[src/rtl/serial_add_sequencer.sv]
// serial_add_sequencer
// Bit-serial adder controller. One full-adder cell is reused across a
// WIDTH-bit addition, one bit per clock, LSB first.
//
// Ports
//   clk          sole clock, rising edge
//   rst          asynchronous active-high reset
//   start_valid  requester presents operands
//   start_ready  block can accept operands (IDLE)
//   A, B, Cin    operands, sampled only on the accept edge
//   busy         high while an addition is in progress
//   done         one-cycle pulse when S/Cout hold a new result
//   S, Cout      registered sum and carry-out, held until the next result
module serial_add_sequencer #(
   parameter int unsigned WIDTH = 8
) (
   input  logic             clk,
   input  logic             rst,
   input  logic             start_valid,
   output logic             start_ready,
   input  logic [WIDTH-1:0] A,
   input  logic [WIDTH-1:0] B,
   input  logic             Cin,
   output logic             busy,
   output logic             done,
   output logic [WIDTH-1:0] S,
   output logic             Cout
);

   localparam int unsigned CNT_W = $clog2(WIDTH + 1);
   localparam logic [CNT_W-1:0] CNT_LAST = CNT_W'(WIDTH - 1);

   typedef enum logic [1:0] {
      IDLE = 2'd0,
      RUN  = 2'd1,
      DONE = 2'd2
   } state_t;

   state_t           state;
   state_t           state_nxt;
   logic             accept_c;
   logic             last_c;

   logic [WIDTH-1:0] sh_a;
   logic [WIDTH-1:0] sh_b;
   logic [WIDTH-1:0] sh_s;
   logic             carry;
   logic [CNT_W-1:0] cnt;

   logic             fa_sum_c;
   logic             fa_cout_c;

   // Single full-adder cell fed by the operand LSBs and the carry flop
   always_comb begin
      fa_sum_c  = sh_a[0] ^ sh_b[0] ^ carry;
      fa_cout_c = (sh_a[0] & sh_b[0]) | (sh_a[0] & carry) | (sh_b[0] & carry);
   end

   // State register
   always_ff @(posedge clk or posedge rst) begin
      if (rst) begin
         state <= IDLE;
      end else begin
         state <= state_nxt;
      end
   end

   // Next-state decode
   always_comb begin
      state_nxt = state;
      accept_c  = 1'b0;
      last_c    = 1'b0;
      case (state)
         IDLE: begin
            if (start_valid) begin
               accept_c  = 1'b1;
               state_nxt = RUN;
            end
         end
         RUN: begin
            if (cnt == CNT_LAST) begin
               last_c    = 1'b1;
               state_nxt = DONE;
            end
         end
         DONE: begin
            state_nxt = IDLE;
         end
         default: begin
            state_nxt = IDLE;
         end
      endcase
   end

   // Datapath and registered status outputs (decoded from the next state)
   always_ff @(posedge clk or posedge rst) begin
      if (rst) begin
         start_ready <= 1'b1;
         busy        <= 1'b0;
         done        <= 1'b0;
         sh_a        <= '0;
         sh_b        <= '0;
         sh_s        <= '0;
         carry       <= 1'b0;
         cnt         <= '0;
         S           <= '0;
         Cout        <= 1'b0;
      end else begin
         start_ready <= (state_nxt == IDLE);
         busy        <= (state_nxt == RUN);
         done        <= (state_nxt == DONE);
         if (accept_c) begin
            sh_a  <= A;
            sh_b  <= B;
            carry <= Cin;
            cnt   <= '0;
         end else if (state == RUN) begin
            sh_a  <= sh_a >> 1;
            sh_b  <= sh_b >> 1;
            sh_s  <= {fa_sum_c, sh_s[WIDTH-1:1]};
            carry <= fa_cout_c;
            cnt   <= cnt + CNT_W'(1);
            // Shadow register keeps S/Cout stable until the whole sum is known
            if (last_c) begin
               S    <= {fa_sum_c, sh_s[WIDTH-1:1]};
               Cout <= fa_cout_c;
            end
         end
      end
   end

endmodule
[config.mk]
export PLATFORM = sky130hd
export DESIGN_NAME = serial_add_sequencer
export DESIGN_NICKNAME = d
export VERILOG_FILES = /design/src/rtl/serial_add_sequencer.sv
export SDC_FILE = /design/constraint.sdc
export NUM_CORES = 1
export LEC_CHECK = 0
export ABC_CLOCK_PERIOD_IN_PS = 3900
export BUFFER_PORTS_ARGS = -buffer_cell sky130_fd_sc_hd__buf_2
export CAP_MARGIN = 20
export CORE_UTILIZATION = 45
export CTS_BUF_LIST = sky130_fd_sc_hd__clkbuf_8
export CTS_CLUSTER_SIZE = 24
export DETAILED_ROUTE_END_ITERATION = 8
export PLACE_DENSITY = 0.68
export SYNTH_ARGS = -nofsm -noshare
export SYNTH_HDL_FRONTEND = slang
export SYNTH_SLANG_ARGS = --single-unit
[constraint.sdc]
create_clock -name clk -period 3.9 [get_ports clk]
set_input_delay 0.78 -clock clk [delete_from_list [all_inputs] [get_ports clk]]
set_output_delay 0.78 -clock clk [all_outputs]
set_load 0.02 [all_outputs]
# After elaboration in Yosys (flattened, before gate mapping)
# Index checks and enable logic that the tools add are counted.
[totals]
out_inout_bits = 12
in_bits = 20
wordCells = 44
regBits = 43
[classes]
add_sub_neg = 1
eq_ne = 4
n_reduce_logical = 5
n_mux = 15
bitwise = 8
[op_table]
columns = ["operator", "count"]
rows = [
  ["two-way mux 8 bit", 4],
  ["two-way mux 4 bit", 2],
  ["two-way mux 1 bit", 6],
  ["adder 4 x 1 -> 4 bit, second input constant", 1],
  ["== test 2 x 1 -> 1 bit, second input constant", 2],
  ["== test 4 x 3 -> 1 bit, second input constant", 1],
  ["zero test 2 bit", 2],
  ["two-way mux 2 bit", 2],
  ["case mux 2 bit (2 select lines)", 1],
  ["bitwise AND 1 bit", 3],
  ["AND reduction 3 bit", 1],
  ["== test 2 bit, second input constant", 1],
  ["bitwise OR 1 bit", 2],
  ["AND reduction 2 bit", 1],
  ["nonzero test 2 bit", 1],
  ["bitwise XOR 1 bit", 2],
  ["inverter 1 bit", 1],
]

# Longest topological paths before layout
# Gate-level depths: netlist of the first run.
[depth]
word_depth = 5
depth_mapped = 5
ltp_nobuf = 4

# Worst setup path after synthesis of the first run
# No wires, ideal clock.
[synth_timing]
kind = "input to register"
start = "input start_valid"
end = "register cnt[2]"
t_required_ps = 3817
arrival_ps = 1377
path_slack_ps = 2441
setup_time_ps = 83
path_buffers = 1
cell_stages = 4
path_cell_list = "o21bai_1 buf_2 o21ai_0 o21ai_0"
[synth_between]
elab_chain_cells = 3
word_cells_on_any_way = 4
cone_classes = "3 x mux; 1 x reduce/logical"
[synth_rtl]
columns = ["element", "line_no", "source"]
rows = [
  ["start, declared", "19", "input logic start_valid,"],
  ["two-way mux 1 bit (*)", "75", "if (start_valid) begin"],
  ["two-way mux 1 bit (*)", "73", "case (state)"],
  ["two-way mux 4 bit or nonzero test 2 bit (tied branches)", "-", ""],
  ["end signal, assigned", "122", "cnt <= cnt + CNT_W'(1);"],
  ["end, declared", "48", "logic [CNT_W-1:0] cnt;"],
]
# Mark *: on every way between the ends. The rest lies on a longest branch, timed or not.
# A chain may end at the register's enable or synchronous reset.

# Worst setup path after layout of the first run
[layout_timing]
start = "register state[0]"
end = "register sh_s[6]"
[layout_between]
elab_chain_cells = 4
word_cells_on_any_way = 5
cone_classes = "1 x eq/ne; 1 x mux; 1 x bitwise; 2 x reduce/logical"
[layout_rtl]
columns = ["element", "line_no", "source"]
rows = [
  ["start, declared", "39", "state_t state;"],
  ["start signal, assigned", "64", "state <= state_nxt;"],
  ["zero test 2 bit", "73", ""],
  ["two-way mux 1 bit", "73", ""],
  ["inverter 1 bit (no source line)", "-", ""],
  ["AND reduction 2 bit (no source line) (*)", "-", ""],
  ["end signal, assigned", "120", "sh_s <= {fa_sum_c, sh_s[WIDTH-1:1]};"],
  ["end, declared", "46", "logic [WIDTH-1:0] sh_s;"],
]
# Marked as above.

==> flow_metrics.env, run 1 <==
export IMPL_initial_core_util_pct=47.6
export IMPL_clock_root_buffer="clkbuf_8"
export IMPL_worstSetupPathType="reg -> reg"
export IMPL_fmax_ghz=0.501
export IMPL_clock_latency_ns=0.30
export IMPL_cp_end_kind="register"
export IMPL_tritoncts_num_buffers=5
export IMPL_placed_cells=211
export IMPL_worst_pin_slew_ns=0.811
export IMPL_post_cts_setup_buffers=0
export IMPL_hold_depth=2
export IMPL_drt_total_wl_mm=3.13
export IMPL_route_detailed_drc=0
export IMPL_drive_gt1_share_pct=36.8
export IMPL_holdWs_ns=0.490
export IMPL_core_mm2=0.00369
export IMPL_multiInputGateArea_um2=637
export IMPL_fin_crit_sh_pct=51.2
export IMPL_htreeDepth=2
export IMPL_synth_area_per_cell_um2=12.7
export IMPL_fp_row_count=22
export IMPL_min_path_type="reg -> reg"
export IMPL_cts_buffer_depth=2
export IMPL_path_delay_family="flip-flops"
export IMPL_critPathBufInv=0
export IMPL_synthDistinctLibCells=27
export IMPL_drtIter0Drc=52
export IMPL_hold_buffers=0
export IMPL_clock_sinks=42
export IMPL_status="finished clean"
export IMPL_grt_pass1_wl_mm=5.41
export IMPL_ys_warn_count=0
export IMPL_grt_ovfl_total=0
export IMPL_netlist_area_leader_share_pct=58.5
export IMPL_reg2reg_depth=2
export IMPL_portBuffers=31
export IMPL_fin_crit_ns=2.00
export IMPL_seqCellArea_mm2=0.00105
export IMPL_post_place_ws_ns=1.94
export IMPL_cp_depth=2
export IMPL_drv_slew=0
export IMPL_finalHoldViolations=0
export IMPL_ctsResizeCount=0
export IMPL_finalClockSkew_ns=0.00823
export IMPL_routedWlPerCell_um=14.3
export IMPL_ant_nets=0
export IMPL_ys_seq_area_share_pct=60.0
export IMPL_syn_nets=160
export IMPL_n_antenna_cell=0
export IMPL_cpMaxStageDelayCell="dfrtp_1"
export IMPL_die_area_mm2=0.00415
export IMPL_drv_cap=0
export IMPL_hpwl_mm=1.99
export IMPL_ys_ff_latch=42
export IMPL_grt_max_degree=43
export IMPL_power_leakage_uw=0.000965
export IMPL_vias=1172
export IMPL_grt_pass1_vias=1125
export IMPL_synthToLayoutAreaGrowth_pct=18.2
export IMPL_first_pass_iters=4
export IMPL_synth_largest_area_cell="dfrtp_1"
export IMPL_finalSetupTns_ns=0
export IMPL_crit_path_cell_trace="nor2b_2 -> mux2_2"
export IMPL_final_cells=219
export IMPL_setup_viol=0
export IMPL_fp_dieH_um=64.4
export IMPL_syn_instance_count=138
export IMPL_die_w_um=64.4
export IMPL_crit_arrival_ns=2.18
export IMPL_netlist_area_mm2=0.00175
export IMPL_peakVddDrop_uv=363
export IMPL_fillers=328
export IMPL_cpPeakStageDelay_ns=0.87
export IMPL_worst_ep_required_time_ns=4.08
export IMPL_vias_per_cell=5.35
export IMPL_setup_slack_ns=1.90
export IMPL_pwr_density_cell_mw_per_mm2=774
export IMPL_layout_nets=192
export IMPL_clkTransAtPathRegs_ns=0.08
export IMPL_cts_tree="yes"
export IMPL_track_usage_pct=17.6
export IMPL_synth_area_leaders="dfrtp_1, mux2_2, a22oi_1"
export IMPL_rsz0062_at_grt="false"
export IMPL_pin_count=32
export IMPL_worst_path_max_fanout=22
export IMPL_antenna_found_initial=0
export IMPL_maxSlewHeadroom_pct=45.9
export IMPL_power_uw=1600
export IMPL_worstSetupStartpointType="register"
export IMPL_routabilityCongestion=0.720
[metal layers]
metal / vias up / share of wire [%] / track usage [%]
li1: 552 / - / -
met1: 581 / 46 / 24.3
met2: 32 / 47 / 25.7
met3: 7 / 5.1 / 5.46
met4: 0 / 1.9 / 7.50
met5: - / 0 / 0
[layout make-up]
type	count	area share, %
multi-input combinational	85	30.7
tap	48	2.90
timing repair buffer	33	8.21
inverter	3	0.543
clock inverter	2	2.90
clock buffer	6	3.98
sequential	42	50.8
[per-stage QoR]
stage	instance area, µm²	util, %
2_1_floorplan	1750	-
5_1_grt	2070	56.2
3_3_place_gp	1930	52.3
6_report	2070	56.2
3_5_place_dp	1930	52.3
4_1_cts	2070	56.2
[worst min-delay path: cells and delay by family, from the launching register on]
family | cells | cell delay (ns)
DFF | 1 | 0.35
AOI/OAI and AO/OA | 1 | 0.06
and+or+nand+nor | 1 | 0.04
[kinds of logic (layout without fill, tap and decap cells)]
kind of cell    Yosys count  in the layout  synth area share [%]
fa+ha+maj                 2              2                  1.85
simple gates             27             27                  9.27
mux                      17             17                  10.9
flops                    42             42                  60.0
compound gates           39             39                  14.3
buf+inv                  11             44                  3.71
[synthesized netlist by cell type (all sizes together)]
master and n:
o21ai 17, dfrtp 41, nor3b 2, nor2 2, fa 1, inv 3, a31oi 1, mux2 17
buf 8, nand2 15, nand3 1, a22oi 15, o21bai 1, a22o 3, a21oi 1, dfstp 1
nand2b 1, nand4b 1, nor2b 5, a211oi 1, ha 1
[sequential cells by signal (all words and copies together) (netlist names)]
register and cells:
cnt 4, state 2, sh_b 8, Cout 1
start_ready 1, sh_s 7, carry 1, busy 1
done 1, S 8, sh_a 8
[where the power goes]
group,total (µW),switching [µW],internal [µW],leakage (µW)
sequential,734,127,606,0.000538
combinational,453,229,224,0.000355
clock,417,144,273,0.0000714
total,1600,500,1100,0.000965
[path summary, 6_finish.rpt]
check	startpoint	to	slack [ns]
hold / removal	sh_a[4]	sh_a[4]	0.49
min in group asynchronous	rst	S[4]	0.59
setup reg to reg	state[0]	sh_s[6]	1.90
max in group asynchronous	rst	start_ready	2.94
setup / recovery	state[0]	sh_s[6]	1.90
hold reg to reg	sh_a[4]	sh_a[4]	0.49
[placed cells by master (no fill, tap or decap), types with 2 or more instances in the layout]
master,netlist,routed
a22o_1,3,3
a22oi_1,15,15
buf_2,4,31
buf_4,3,2
bufinv_16,0,2
clkbuf_8,0,6
dfrtp_1,41,41
inv_1,3,3
mux2_2,17,17
nand2_1,15,15
nor2b_1,3,3
nor3b_1,2,2
o21ai_0,16,16
Power figures use the tool's default switching activity.
==> inputs of run 2 (changes only) <==
- ABC_CLOCK_PERIOD_IN_PS: 3900 -> 1900
- clock period: 3.9 -> 1.9 ns (I/O delays scaled with it)
==> run 2 against run 1 <==
  * Worst setup slack got worse by 1.6 ns
  * Combinational power grew 130%
  * Register-to-register slack worse by 1.6 ns
  * Critical endpoint is now S[2]
  * Largest cell class unchanged
  * Power grew 91%
==> flow_metrics.env, run 2 (synthesis gave the netlist of run 1 again) <==
export IMPL_pin_count=32
export IMPL_pwr_density_cell_mw_per_mm2=1490
export IMPL_cts_tree="yes"
export IMPL_worstSetupStartpointType="register"
export IMPL_drv_cap=0
export IMPL_finalSetupTns_ns=0
export IMPL_reg2reg_depth=4
export IMPL_grt_max_degree=43
export IMPL_die_area_mm2=0.00415
export IMPL_n_antenna_cell=0
export IMPL_track_usage_pct=18.6
export IMPL_clock_sinks=42
export IMPL_worstSetupPathType="reg -> reg"
export IMPL_drive_gt1_share_pct=38.1
export IMPL_die_w_um=64.4
export IMPL_vias_per_cell=5.29
export IMPL_min_path_type="in -> async"
export IMPL_ant_nets=0
export IMPL_design_area_mm2=0.00206
export IMPL_core_mm2=0.00369
export IMPL_route_detailed_drc=0
export IMPL_portBuffers=31
export IMPL_fillers=324
export IMPL_hold_buffers=0
export IMPL_swShare_pct=33.9
export IMPL_finalClockSkew_ns=0.00758
export IMPL_ctsResizeCount=0
export IMPL_synthToLayoutAreaGrowth_pct=17.4
export IMPL_drv_slew=0
export IMPL_htreeDepth=2
export IMPL_clkTransAtPathRegs_ns=0.08
export IMPL_power_switching_uw=1040
export IMPL_grt_pass1_wl_mm=5.77
export IMPL_vias=1184
export IMPL_worst_pin_slew_ns=0.606
export IMPL_initial_core_util_pct=47.6
export IMPL_routabilityCongestion=0.747
export IMPL_grt_pass1_vias=1188
export IMPL_cp_end_kind="register"
export IMPL_worst_ep_required_time_ns=2.08
export IMPL_antenna_found_initial=0
export IMPL_fp_row_count=22
export IMPL_pwr_share_seq_pct=48.0
export IMPL_setup_viol=0
export IMPL_first_pass_iters=4
export IMPL_comb_power_share_pct=33.2
export IMPL_power_leakage_uw=0.000970
export IMPL_hpwl_mm=2.32
export IMPL_routedWlPerCell_um=14.7
export IMPL_cts_buffer_depth=2
export IMPL_clock_latency_ns=0.29
export IMPL_fmax_ghz=0.645
export IMPL_crit_arrival_ns=1.73
export IMPL_tritoncts_num_buffers=5
export IMPL_intPower_uw=2020
export IMPL_finalHoldViolations=0
export IMPL_dpl_cell_area_mm2=0.00197
export IMPL_rrSetupSlack_ns=0.35
export IMPL_layout_nets=197
export IMPL_drt_total_wl_mm=3.30
export IMPL_final_cell_mix="dfrtp_1, buf_2, mux2_2"
export IMPL_p_clk_share_pct=18.8
export IMPL_fin_crit_sh_pct=81.6
export IMPL_worstReg2RegEnd="S[2]"
export IMPL_post_cts_setup_buffers=0
export IMPL_timing_rr_start="state[0]"
export IMPL_status="finished clean"
export IMPL_worst_path_max_fanout=10
export IMPL_final_common_cell="dfrtp_1"
export IMPL_rsz0062_at_grt="false"
export IMPL_fp_dieH_um=64.4
export IMPL_fin_crit_ns=1.55
export IMPL_grt_ovfl_total=0
export IMPL_drtIter0Drc=43
export IMPL_peakVddDrop_uv=926
export IMPL_reg_top3="S: 8 flops, sh_a: 8 flops, sh_b: 8 flops"
export IMPL_clock_root_buffer="clkbuf_8"
export IMPL_maxSlewHeadroom_pct=59.4
## run 2: cell types whose count changed in the layout (fill, tap and decap cells not counted), sizes merged
cell | before | now
buf | 33 | 38
bufinv | 2 | 0
clkinv | 0 | 1
inv | 3 | 4
## run 2: how the worst max path moves through the flow
stage	start	end	cells past startpoint
floorplan	cnt[0]	Cout	4
global placement	start_valid	cnt[2]	5
detailed placement	state[0]	S[2]	4
CTS	state[0]	S[2]	4
global route	state[0]	S[6]	4
finish	state[0]	S[2]	4
## run 2: cell type report
| type | instances | area (µm²) | area share (%) |
|---|---|---|---|
| Clock buffer | 6 | 82.6 | 4.01 |
| Clock inverter | 2 | 8.76 | 0.425 |
| Inverter | 3 | 11.3 | 0.547 |
| Multi-Input combinational cell | 85 | 637 | 30.9 |
| Sequential cell | 42 | 1050 | 51.1 |
| Tap cell | 48 | 60.1 | 2.92 |
| Timing Repair Buffer | 38 | 208 | 10.1 |
## run 2: per-stage QoR
stage          total power (µW)  instances  setup WS (ns)  hold WS [ns]  utilization, %
3_5_place_dp               2510        216          0.352         0.475            53.4
4_1_cts                    3100        224          0.332         0.213            55.8
3_3_place_gp               2440        216          0.405         0.462            53.4
5_1_grt                    3280        224          0.198         0.247            55.8
6_report                   3060        224          0.349         0.197            55.8
2_1_floorplan              2190        138          0.514         0.450               -
## run 2: worst max-delay path, cell delays in order, from the launching register on
cell      delay, ns
dfrtp_1        0.44
buf_4          0.20
nand4b_4       0.14
nor2_4         0.27
mux2_2         0.38
## run 2: power groups by stage
| stage | clock network (µW) | logic [µW] | registers, µW |
|---|---|---|---|
| 2_1_floorplan | 0 | 639 | 1560 |
| 3_3_place_gp | 0 | 985 | 1460 |
| 3_5_place_dp | 0 | 1020 | 1490 |
| 4_1_cts | 597 | 1030 | 1470 |
| 5_1_grt | 635 | 1120 | 1520 |
| 6_report | 576 | 1020 | 1470 |
## run 2: per-layer routing
layer  part of all wire (%)  GRT usage (%)
met5                      0              0
met4                    1.4           5.83
met3                    4.6           5.28
met2                     48           29.5
met1                     46           24.8
==> inputs of run 3 (changes only) <==
- ABC_AREA: not set -> 1
- ABC_CLOCK_PERIOD_IN_PS: 1900 -> 1400
- PLACE_DENSITY: 0.68 -> 0.7
- clock period: 1.9 -> 1.4 ns (I/O delays scaled with it)
==> run 3 against run 2 <==
  * Sequential share of layout area down 0.37 points
  * Largest power group unchanged
  * Power up 44%
  * Synthesized area up 0.43%
  * Critical endpoint is now S[5]
  * Flip-flop and latch count unchanged
  * Clock skew down 0.0032 ns
  * Sequential power up 37%
  * Clock-buffer cell count unchanged
  * Register-to-register slack worse by 0.20 ns
  * Cell count up 23%
  * Non-clock buffer count down 3
==> flow_metrics.env, run 3 <==
export IMPL_drtIter0Drc=64
export IMPL_grt_pass1_wl_mm=5.71
export IMPL_min_to="sh_b[7]"
export IMPL_cts_buffer_depth=2
export IMPL_hpwl_mm=2.15
export IMPL_syn_instance_count=191
export IMPL_htreeDepth=2
export IMPL_routabilityCongestion=0.741
export IMPL_rsz0062_at_grt="false"
export IMPL_die_area_mm2=0.00417
export IMPL_synth_common_cells="nand2_1, dfrtp_1, nand3_1, inv_1, o21ai_0"
export IMPL_syn_nets=213
export IMPL_synth_most_common_cell="nand2_1"
export IMPL_track_usage_pct=18.3
export IMPL_power_switching_uw=1730
export IMPL_intPower_uw=2690
export IMPL_ys_seq_area_share_pct=59.7
export IMPL_finalHoldViolations=0
export IMPL_routedWlPerCell_um=11.3
export IMPL_grt_ovfl_total=0
export IMPL_die_w_um=64.6
export IMPL_cp_end_kind="register"
export IMPL_ys_async_sr_fraction_pct=100
export IMPL_tritoncts_num_buffers=5
export IMPL_power_leakage_uw=0.00110
export IMPL_reg2reg_depth=6
export IMPL_ys_flop_type="dfrtp_1"
export IMPL_crit_path_cell_trace="ha_1 -> nand2_2 -> nor2_4 -> nand2_8 -> nand2_1 -> o21ai_2"
export IMPL_swShare_pct=39.1
export IMPL_worstReg2RegEnd="S[5]"
export IMPL_synth_area_per_cell_um2=9.22
export IMPL_finalClockSkew_ns=0.00434
export IMPL_grt_max_degree=34
export IMPL_fmax_ghz=0.797
export IMPL_ys_ff_latch=42
export IMPL_grt_pass1_vias=1264
export IMPL_clock_sinks=42
export IMPL_synth_largest_area_cell="dfrtp_1"
export IMPL_initial_core_util_pct=47.4
export IMPL_worst_ep_required_time_ns=1.58
export IMPL_cpPeakStageDelay_ns=0.39
export IMPL_portBuffers=31
export IMPL_worst_path_max_fanout=18
export IMPL_vias_per_cell=4.65
export IMPL_worst_pin_slew_ns=0.415
export IMPL_min_path_type="in -> reg"
export IMPL_clock_root_buffer="clkbuf_8"
export IMPL_rrSetupSlack_ns=0.14
export IMPL_netlist_area_leader_share_pct=58.2
export IMPL_fp_dieH_um=64.6
export IMPL_pin_count=32
export IMPL_p_clk_share_pct=17.8
export IMPL_fin_crit_sh_pct=89.7
export IMPL_cpMaxStageDelayCell="dfrtp_1"
export IMPL_wl_met1_mm=1.46
export IMPL_min_delay_start="B[7]"
export IMPL_netlist_area_mm2=0.00176
export IMPL_timing_rr_start="cnt[0]"
export IMPL_synth_edf_count=0
export IMPL_worstSetupStartpointType="register"
export IMPL_power_uw=4410
export IMPL_cts_tree="yes"
export IMPL_setup_viol=0
export IMPL_ant_nets=0
export IMPL_drv_cap=0
export IMPL_fp_row_count=22
export IMPL_n_antenna_cell=0
export IMPL_layout_nets=249
export IMPL_drive_gt1_share_pct=25.4
export IMPL_route_detailed_drc=0
export IMPL_post_cts_setup_buffers=0
export IMPL_first_pass_iters=4
export IMPL_hold_depth=3
export IMPL_ys_warn_count=0
export IMPL_final_common_cell="nand2_1"
export IMPL_core_mm2=0.00372
export IMPL_pwr_density_cell_mw_per_mm2=2130
export IMPL_fin_crit_ns=1.26
export IMPL_drt_total_wl_mm=3.11
export IMPL_status="finished clean"
export IMPL_synthToLayoutAreaGrowth_pct=17.8
export IMPL_synth_area_leaders="dfrtp_1, nand2_1, nand3_1"
export IMPL_crit_arrival_ns=1.44
export IMPL_peakVddDrop_uv=1180
export IMPL_clock_latency_ns=0.29
export IMPL_worstSetupPathType="reg -> reg"
export IMPL_wl_met3_um=123
export IMPL_antenna_found_initial=0
export IMPL_comb_power_share_pct=36.4
export IMPL_vias=1283
export IMPL_dr_max_layer_used="met4"
export IMPL_final_cell_mix="nand2_1, dfrtp_1, buf_2"
export IMPL_reg_top3="S: 8 flops, sh_a: 8 flops, sh_b: 8 flops"
export IMPL_clkTransAtPathRegs_ns=0.07
export IMPL_maxSlewHeadroom_pct=72.3
export IMPL_drv_slew=0
export IMPL_pwr_share_seq_pct=45.7
export IMPL_wl_met2_mm=1.47
export IMPL_finalSetupTns_ns=0
export IMPL_synthDistinctLibCells=20
-- run 3: cell types whose count changed in the layout (fill, tap and decap cells not counted), sizes merged, moves of 4 or more --
| cell | delta |
|---|---|
| a22oi | -15 |
| buf | -4 |
| inv | +13 |
| mux2 | -17 |
| nand2 | +70 |
| nand3 | +15 |
| nor2b | -5 |
-- run 3: per-stage QoR --
step                area, µm²  hold WS, ns  utilization (%)  cells  worst slack, ns
finish                   2070        0.179             55.8    276            0.145
global route             2070        0.181             55.8    276           0.0361
CTS                      2070        0.175             55.6    276           0.0930
detailed placement       1960        0.291             52.9    267            0.101
global placement         1960        0.289             52.9    267            0.145
floorplan                1760        0.397                -    191            0.147
-- run 3: power by group through the flow --
stage	sequential (µW)	clock (µW)	combinational [µW]
after CTS	2020	805	1610
after global routing	2090	851	1860
after floorplan	2160	0	1060
after detailed placement	2040	0	1600
final	2020	787	1610
after global placement	2020	0	1550
-- run 3: layer usage --
layer	track usage (%)	vias up
met4	8.33	0
met2	29.1	29
met3	4.75	5
met5	0	-
met1	23.5	588
li1	-	661
-- run 3: critical path, delay by kind of cell, from the launching register on --
family | cells | cell delay [ns]
fa+ha+maj | 1 | 0.20
simple gates | 4 | 0.49
compound gates | 1 | 0.07
flops | 1 | 0.39
-- run 3: timing repair --
item	CTS	global route
resized for setup	0	1
hold endpoints to repair	8	0
hold buffers	1	0
setup endpoints to repair	0	2
-- run 3: layout make-up --
type	count	area, µm²
fillers	355	1640
flip-flops and latches	42	1050
multi-input cells	127	608
repair buffers	35	200
clock buffers	6	82.6
inverters	16	62.6
well taps	48	60.1
clock inverters	2	8.76
-- run 3: worst max path at each step --
stage / startpoint / endpoint / slack [ns] / cells past startpoint
after floorplan: rst / Cout / 0.15 / 1
after global placement: cnt[0] / Cout / 0.15 / 7
after detailed placement: cnt[0] / S[0] / 0.10 / 7
after CTS: cnt[0] / S[0] / 0.09 / 7
after global routing: cnt[0] / S[0] / 0.04 / 7
final: cnt[0] / S[5] / 0.14 / 6
-- run 3: kinds of logic (layout without fill, tap and decap cells) --
logic type,Yosys count,in the layout,share of synthesized area [%]
simple gates,106,106,25.3
flops,42,42,59.7
buf+inv,22,59,6.25
compound gates,19,19,6.89
fa+ha+maj,2,2,1.85
